**config.mk**
```make
export PLATFORM = sky130hd
export DESIGN_NAME = seven_seg_scan_ctrl
export DESIGN_NICKNAME = d
export VERILOG_FILES = /design/src/rtl/seven_seg_scan_ctrl.sv
export SDC_FILE = /design/constraint.sdc
export NUM_CORES = 1
export LEC_CHECK = 0
export CAP_MARGIN = 20
export CORE_MARGIN = 3
export CORE_UTILIZATION = 61
export CTS_CLUSTER_SIZE = 28
export DETAILED_ROUTE_END_ITERATION = 16
export HOLD_SLACK_MARGIN = 0.06
export PLACE_DENSITY = 0.85
export SLEW_MARGIN = 20
export SYNTH_ARGS = -nofsm -noshare
export SYNTH_HDL_FRONTEND = slang
export SYNTH_SLANG_ARGS = --single-unit
```
**constraint.sdc**
```tcl
create_clock -name clk -period 7.72 [get_ports clk]
set_clock_uncertainty 0.15 [all_clocks]
set_input_delay 1.158 -clock clk [delete_from_list [all_inputs] [get_ports clk]]
set_output_delay 1.158 -clock clk [all_outputs]
set_load 0.01 [all_outputs]
```
**src/rtl/seven_seg_scan_ctrl.sv**
```systemverilog
// Multiplexed seven-segment scanner with frame-synchronous double buffering,
// leading-zero blanking, decimal points, per-digit blink and anti-ghost dead time.
module seven_seg_scan_ctrl #(
    parameter int NUM_DIGITS     = 4,
    parameter int REFRESH_DIV    = 16384,
    parameter int GHOST_CYCLES   = 64,
    parameter int BLINK_FRAMES   = 32,
    parameter int HEX_MODE       = 0,
    parameter int SEG_ACTIVE_LOW = 1,
    parameter int AN_ACTIVE_LOW  = 1
) (
    input  logic                    clk,
    input  logic                    reset_n,
    input  logic [4*NUM_DIGITS-1:0] value,
    input  logic                    load,
    input  logic [NUM_DIGITS-1:0]   dp_in,
    input  logic                    blank_zeros,
    input  logic [NUM_DIGITS-1:0]   blink_mask,
    output logic [6:0]              seg,
    output logic [NUM_DIGITS-1:0]   an,
    output logic                    dp,
    output logic                    frame_done
);

    localparam int SLOT_W = (REFRESH_DIV > 1) ? $clog2(REFRESH_DIV) : 1;
    localparam int IDX_W  = (NUM_DIGITS > 1) ? $clog2(NUM_DIGITS) : 1;
    localparam int BLK_W  = $clog2(BLINK_FRAMES + 1);

    localparam logic [SLOT_W-1:0] SLOT_LAST = SLOT_W'(REFRESH_DIV - 1);
    localparam logic [SLOT_W-1:0] GHOST_END = SLOT_W'(GHOST_CYCLES);
    localparam logic [IDX_W-1:0]  IDX_LAST  = IDX_W'(NUM_DIGITS - 1);
    localparam logic [BLK_W-1:0]  BLK_LAST  = BLK_W'(BLINK_FRAMES - 1);

    localparam logic [6:0]            SEG_OFF = (SEG_ACTIVE_LOW != 0) ? 7'h7F : 7'h00;
    localparam logic                  DP_OFF  = (SEG_ACTIVE_LOW != 0) ? 1'b1 : 1'b0;
    localparam logic [NUM_DIGITS-1:0] AN_OFF  = (AN_ACTIVE_LOW != 0) ? '1 : '0;

    // Active-high glyphs, bit order {g,f,e,d,c,b,a}.
    function automatic logic [6:0] decode(input logic [3:0] code);
        logic [6:0] g;
        g = 7'h00;
        case (code)
            4'h0: g = 7'h3F;
            4'h1: g = 7'h06;
            4'h2: g = 7'h5B;
            4'h3: g = 7'h4F;
            4'h4: g = 7'h66;
            4'h5: g = 7'h6D;
            4'h6: g = 7'h7D;
            4'h7: g = 7'h07;
            4'h8: g = 7'h7F;
            4'h9: g = 7'h6F;
            4'hA: g = 7'h77;
            4'hB: g = 7'h7C;
            4'hC: g = 7'h39;
            4'hD: g = 7'h5E;
            4'hE: g = 7'h79;
            4'hF: g = 7'h71;
        endcase
        if ((HEX_MODE == 0) && (code > 4'd9)) begin
            g = 7'h00;
        end
        return g;
    endfunction

    function automatic logic [6:0] seg_pol(input logic [6:0] s);
        return (SEG_ACTIVE_LOW != 0) ? ~s : s;
    endfunction

    function automatic logic dp_pol(input logic d);
        return (SEG_ACTIVE_LOW != 0) ? ~d : d;
    endfunction

    function automatic logic [NUM_DIGITS-1:0] an_pol(input logic [NUM_DIGITS-1:0] a);
        return (AN_ACTIVE_LOW != 0) ? ~a : a;
    endfunction

    logic [SLOT_W-1:0]       slot_q, slot_d;
    logic [IDX_W-1:0]        idx_q, idx_d;
    logic [BLK_W-1:0]        blink_cnt_q, blink_cnt_d;
    logic                    blink_off_q, blink_off_d;
    logic [4*NUM_DIGITS-1:0] disp_val_q, disp_val_d;
    logic [NUM_DIGITS-1:0]   disp_dp_q, disp_dp_d;
    logic [4*NUM_DIGITS-1:0] pend_val_q, pend_val_d;
    logic [NUM_DIGITS-1:0]   pend_dp_q, pend_dp_d;
    logic                    pend_vld_q, pend_vld_d;
    logic [NUM_DIGITS-1:0]   an_q;
    logic [6:0]              seg_q;
    logic                    dp_q;
    logic                    frame_done_q;

    logic                    slot_tc;
    logic                    frame_wrap;

    always_comb begin
        slot_tc     = (slot_q == SLOT_LAST);
        frame_wrap  = slot_tc && (idx_q == IDX_LAST);
        slot_d      = slot_tc ? '0 : slot_q + 1'b1;
        idx_d       = idx_q;
        blink_cnt_d = blink_cnt_q;
        blink_off_d = blink_off_q;
        if (slot_tc) begin
            idx_d = (idx_q == IDX_LAST) ? '0 : idx_q + 1'b1;
        end
        if (frame_wrap) begin
            if (blink_cnt_q == BLK_LAST) begin
                blink_cnt_d = '0;
                blink_off_d = ~blink_off_q;
            end else begin
                blink_cnt_d = blink_cnt_q + 1'b1;
            end
        end
    end

    // The display buffer only moves at the frame wrap; a load landing on the
    // wrap bypasses the pending buffer entirely.
    always_comb begin
        disp_val_d = disp_val_q;
        disp_dp_d  = disp_dp_q;
        pend_val_d = pend_val_q;
        pend_dp_d  = pend_dp_q;
        pend_vld_d = pend_vld_q;
        if (frame_wrap) begin
            if (load) begin
                disp_val_d = value;
                disp_dp_d  = dp_in;
            end else if (pend_vld_q) begin
                disp_val_d = pend_val_q;
                disp_dp_d  = pend_dp_q;
            end
            pend_vld_d = 1'b0;
        end else if (load) begin
            pend_val_d = value;
            pend_dp_d  = dp_in;
            pend_vld_d = 1'b1;
        end
    end

    logic [NUM_DIGITS-1:0]   zero_blank;
    logic                    lead_zero;
    logic [3:0]              cur_nib;
    logic                    cur_dp;
    logic                    cur_blank;
    logic                    cur_hide;

    always_comb begin
        zero_blank = '0;
        lead_zero  = blank_zeros;
        for (int i = NUM_DIGITS - 1; i >= 1; i--) begin
            lead_zero     = lead_zero && (disp_val_q[4*i +: 4] == 4'h0);
            zero_blank[i] = lead_zero;
        end
        cur_nib   = 4'h0;
        cur_dp    = 1'b0;
        cur_blank = 1'b0;
        cur_hide  = 1'b0;
        for (int i = 0; i < NUM_DIGITS; i++) begin
            if (idx_q == IDX_W'(i)) begin
                cur_nib   = disp_val_q[4*i +: 4];
                cur_dp    = disp_dp_q[i];
                cur_blank = zero_blank[i];
                cur_hide  = blink_off_q && blink_mask[i];
            end
        end
    end

    logic [NUM_DIGITS-1:0]   an_act;
    logic [6:0]              seg_act;
    logic                    dp_act;

    always_comb begin
        an_act  = '0;
        seg_act = 7'h00;
        dp_act  = 1'b0;
        if (slot_q >= GHOST_END) begin
            for (int i = 0; i < NUM_DIGITS; i++) begin
                an_act[i] = (idx_q == IDX_W'(i)) && !cur_hide;
            end
            seg_act = cur_blank ? 7'h00 : decode(cur_nib);
            dp_act  = cur_dp;
        end
    end

    always_ff @(posedge clk or negedge reset_n) begin
        if (!reset_n) begin
            slot_q       <= '0;
            idx_q        <= '0;
            blink_cnt_q  <= '0;
            blink_off_q  <= 1'b0;
            disp_val_q   <= '0;
            disp_dp_q    <= '0;
            pend_val_q   <= '0;
            pend_dp_q    <= '0;
            pend_vld_q   <= 1'b0;
            an_q         <= AN_OFF;
            seg_q        <= SEG_OFF;
            dp_q         <= DP_OFF;
            frame_done_q <= 1'b0;
        end else begin
            slot_q       <= slot_d;
            idx_q        <= idx_d;
            blink_cnt_q  <= blink_cnt_d;
            blink_off_q  <= blink_off_d;
            disp_val_q   <= disp_val_d;
            disp_dp_q    <= disp_dp_d;
            pend_val_q   <= pend_val_d;
            pend_dp_q    <= pend_dp_d;
            pend_vld_q   <= pend_vld_d;
            an_q         <= an_pol(an_act);
            seg_q        <= seg_pol(seg_act);
            dp_q         <= dp_pol(dp_act);
            frame_done_q <= frame_wrap;
        end
    end

    assign an         = an_q;
    assign seg        = seg_q;
    assign dp         = dp_q;
    assign frame_done = frame_done_q;

endmodule

```
# Yosys cells after proc, flatten, opt, wreduce, memory -nomap -nowiden
# Memories as Yosys holds them, arrays and structs flattened.
# Cells that the tools add are included.
[classes]
add_sub_neg = 3
n_div = 0
eq_ne = 5
bitwise_logic = 5
reduce_logical = 22
n_mul = 0
shift = 0
n_mux = 29
magnitude_cmp = 2
[op_table]
columns = ["cell", "count"]
rows = [
  ["$mux 16", 2],
  ["$mux 4", 7],
  ["$mux 7", 3],
  ["$add 14x1->14 const B", 1],
  ["$eq 14x14->1 const B", 1],
  ["$ge 14x7->1 const B", 1],
  ["$mux 1", 14],
  ["$mux 14", 1],
  ["$logic_and 1x1->1", 12],
  ["$logic_not 4->1", 3],
  ["$not 7->7", 1],
  ["$add 6x1->6 const B", 1],
  ["$eq 6x5->1 const B", 1],
  ["$mux 6", 1],
  ["$reduce_and 2->1", 3],
  ["$eq 2x2->1 const B", 2],
  ["$gt 4x4->1 const B", 1],
  ["$not 4->4", 1],
  ["$reduce_bool 2->1", 2],
  ["$not 1->1", 3],
  ["$add 2x1->2 const B", 1],
  ["$eq 2x1->1 const B", 1],
  ["$logic_not 2->1", 1],
  ["$mux 2", 1],
  ["$logic_not 1->1", 1],
]
[totals]
input_bits = 28
n_memories = 1
out_inout_bits = 13
mem_bits_ro = 112
ff_bits = 77
mem_bits_rw = 0
latch_bits = 0
wordCells = 80
[memory_table]
columns = ["name", "words", "word_bits", "read_ports", "rd_ports_with_merged_regs", "write_ports", "line", "rtl"]
rows = [
  ["(name not given)", 16, 7, 1, 0, 0, "42", "case (code)"],
]

# Longest topological paths before layout
[logic_depth]
word_depth = 10
mapped_depth = 11
depth_no_buf = 10

# Worst setup path before layout
# No wires, ideal clock.
[synth_timing]
kind = "register to register"
startpoint = "register idx_q[1]"
endpoint = "register seg_q[6] (netlist: seg[6])"
arrival_time_ps = 2252
path_stages_with_launch = 11
n_path_buf = 1
path_slack_ps = 5237
path_cell_list = "dfrtp_1 inv_1 ha_1 buf_2 nand3b_4 a221oi_4 inv_1 ha_1 nor3_1 a221oi_4 o211ai_1"
[synth_via]
elab_chain_cells = 10
word_cells_on_any_way = 17
[synth_rtl]
columns = ["element", "line", "rtl"]
rows = [
  ["start: declaration", "79", "logic [IDX_W-1:0] idx_q, idx_d;"],
  ["start signal: assignment", "201", "idx_q <= idx_d;"],
  ["$logic_not 2->1", "158", "if (idx_q == IDX_W'(i)) begin"],
  ["$mux 4 (4 in series)", "158", ""],
  ["$mem_v2 16x7 or $gt 4x4->1 (tied branches)", "n/a", ""],
  ["$mux 7", "60", "if ((HEX_MODE == 0) && (code > 4'd9)) begin"],
  ["$mux 7 (*)", "179", "seg_act = cur_blank ? 7'h00 : decode(cur_nib);"],
  ["$mux 7 (*)", "175", "if (slot_q >= GHOST_END) begin"],
  ["$not 7->7 (*)", "67", "return (SEG_ACTIVE_LOW != 0) ? ~s : s;"],
  ["end signal: assignment", "210", "seg_q <= seg_pol(seg_act);"],
  ["end: declaration", "88", "logic [6:0] seg_q;"],
]
# Every way passes the cells marked *; elsewhere a longest branch is shown, timed or not.
# A chain may end at the register's enable or synchronous reset.

# Final worst setup path
[layout_timing]
startpoint = "register idx_q[0]"
endpoint = "register seg_q[0] (netlist: seg[0])"
# Same word-level chain as after synthesis.

==> impl_results.md <==
- Postcts setup bufs: 0
- CP max FO: 13
- DRT iter0 DRCs: ~140
- Vias: between 2k and 3k
- Crit. End Element: register
- WL/cell: approximately 17 µm
- Number of register bits inferred by synthesis: 77
- Max VDD drop: between 0.00015 and 0.0002 V
- Rel. slew slack: 38.48%
- Worst setup SP type: register
- Asr flop ratio synth: 100.0%
- Ant. Diodes: 0
- Synthesized area: 0.004009 mm²
- Clock slew at reported path FFs: 0.08 ns
- Vias in the first global route: 2696
- Sequential cell area: 0.001942 mm²
- Final setup TNS: 0 ns
- First-pass GRT wire length: 12890 µm
- Syn Inst Count: 326
- Worst hold path class: reg -> reg
- Cell family with the largest share of critical-path delay: compound AO/OA/AOI/OAI gates
- Worst path slowest cell: ha_1
- CP peak stage delay: ~0.50 ns
- First-pass DRT Iterations: 4
- Hold Buf Count CTS: 0
- Outcome: completed
- Post-layout util: about three quarters
- # setup viols final: 0
- CTS tree: yes
- Fmax achieved: 330.1 MHz
- Buf/Inv on CP: 2
- CP Cell Sequence: ha_1 > inv_1 > o22ai_1 > nor2_1 > inv_1 > ha_1 > nor3_1 > a221oi_4 > nand4_1
- Initial antenna violation count: 0
- I/O Buffers: 40
- Synth area leaders: dfrtp_1, mux2_4, dfstp_2
- Share of layout cells above drive strength 1: 27.15%
- Leakage: 2.086 nW
- Syn-to-layout area delta: 15.39%
- Resized cells post-CTS: 0
- Clk Tree Root Cell: clkbuf_8
- Clock latency on the worst-skew pair: 0.35 ns
- EDFF count, synth: 0
- Total of max-cap violations: 0
- I/O pins: 41
- Worst Tran Pin Value: 0.9227 ns
- H-tree depth: 3
- Largest area contributor in the netlist: dfrtp_1
- Yosys cell types: 52
- # rows: 28
- Top-count cell post-synth: dfrtp_1
- Deepest clock path buffer count: 2
- Pwr/cell area: around 170 mW/mm²
- Vias per std cell: 5.904
- GR Util All Layers: between 20% and 30%
- WL final: between 7000 and 8000 µm
- Num CTS Buffers: 9
- Final Hold Vio Count: 0
- Die ar.: 0.007580 mm²
- Clock sinks: just under 80
- Synth cell count leaders: dfrtp_1, mux2_4, nand2_1
- Post-layout minimum cycle time: 3.029 ns
- GRT overflow: 0
- Unrepaired setup endpoints after global routing: no
- WP data arrival: 3.13 ns
- Detailed placement HPWL: 5187 µm
- Initial Util: 65.39%
- Die H: between 80 and 90 µm
- Largest net degree at the start of global routing: 78
- Routability cong.: ~0.8
- Ys Warns: 0
- Die Wd: 87.07 µm
- Nets: 405
- Max-slew violation count: 0
- Mapped Nets: 364
- Antenna-violating nets left: 0
- Kind of critical path: reg -> reg
- Post-synthesis average cell area: 12.30 µm²
- Sequential cell area fraction in the yosys report: between 40% and 50%
- Filler cells: 395
- Tcrit/Tclk final: 39.24%
- Synth top area share: 40.57%
- Area of the multi-input gates: 0.001943 mm²
- Req. time, crit path: ~7.8 ns
- DRC Markers: 0
- CORE AREA: 0.006131 mm²
- Synth Flop Type: dfrtp_1
[cells by family after synthesis]
logic type	share of synthesized area (%)
simple gates	13.48
mux	20.97
xor+xnor	3.059
compound gates	7.834
flops	48.44
fa+ha+maj	3.121
buf+inv	3.090
[flip-flops by register name, indices dropped and copies added (netlist names)]
register	count
dp	1
pend_dp_q	4
pend_val_q	16
slot_q	14
an	4
idx_q	2
pend_vld_q	1
blink_off_q	1
blink_cnt_q	6
frame_done	1
disp_val_q	16
disp_dp_q	4
seg	7
[per-layer routing]
| layer | track usage [%] | part of all wire, % | up-vias |
|---|---|---|---|
| li1 | - | - | 1247 |
| met1 | 28.77 | 46 | 1296 |
| met2 | 34.92 | 47 | 78 |
| met3 | 5.676 | 5.3 | 18 |
| met4 | 5.949 | 1.7 | 0 |
| met5 | 0 | 0 | - |
[path summary, 6_finish.rpt]
check                               start  slack (ns)        endpoint  cells after the start
min in group asynchronous         reset_n        0.80   disp_val_q[1]                      1
max                              idx_q[0]        4.69          seg[0]                      9
max in group asynchronous         reset_n        6.02  disp_val_q[11]                      1
min                        blink_cnt_q[4]        0.32  blink_cnt_q[4]                      1
max reg2reg                      idx_q[0]        4.69          seg[0]                      9
min reg2reg                blink_cnt_q[4]        0.32  blink_cnt_q[4]                      1
[worst reg2reg max path, cell delays in order (launching register included)]
cell,delay [ns]
dfrtp_1,0.38
ha_1,0.50
inv_1,0.20
o22ai_1,0.43
nor2_1,0.21
inv_1,0.17
ha_1,0.25
nor3_1,0.11
a221oi_4,0.41
nand4_1,0.15
[power by group]
part | leakage [nW] | switching (mW) | internal (mW) | total [mW]
Sequential | 0.964 | 0.00610 | 0.414 | 0.420
Clock | 0.0943 | 0.148 | 0.157 | 0.305
Combinational | 1.03 | 0.0225 | 0.0371 | 0.0596
[layout make-up]
class                   count  area share (%)
well taps                  75           2.029
clock inverters             6           1.352
flip-flops and latches     77           41.98
repair buffers             41           8.656
inverters                  12           1.001
multi-input cells         226           42.01
clock buffers              10           2.975
[cell usage in the layout, fill, tap and decap left out, types with 6 or more instances in the layout]
master           netlist  final
dfrtp_1               65     65
o21ai_0                8      8
nor2_1                15     15
xor2_1                 8      8
nand3_1               18     18
mux2_4                39     39
xnor2_1                6      6
clkdlybuf4s50_1        0     38
inv_1                 11     11
nand2_1               29     29
ha_1                  10     10
clkbuf_8               0     10
mux2_2                20     20
dfstp_2               12     12
nor3_1                 6      6
[metrics by stage]
stage / hold slack [ns] / cells / power [mW] / setup slack (ns) / instance area [µm²]
finish: 0.3230 / 447 / 0.7845 / 4.691 / 4626
global route: 0.3355 / 447 / 0.8162 / 4.487 / 4626
floorplan: 0.2837 / 326 / 0.4596 / 5.237 / 4009
CTS: 0.3253 / 447 / 0.7934 / 4.518 / 4631
detailed placement: 0.3034 / 431 / 0.4881 / 4.142 / 4431
global placement: 0.3064 / 431 / 0.4861 / 4.225 / 4431
No activity file was read; power rests on OpenSTA's default activity.
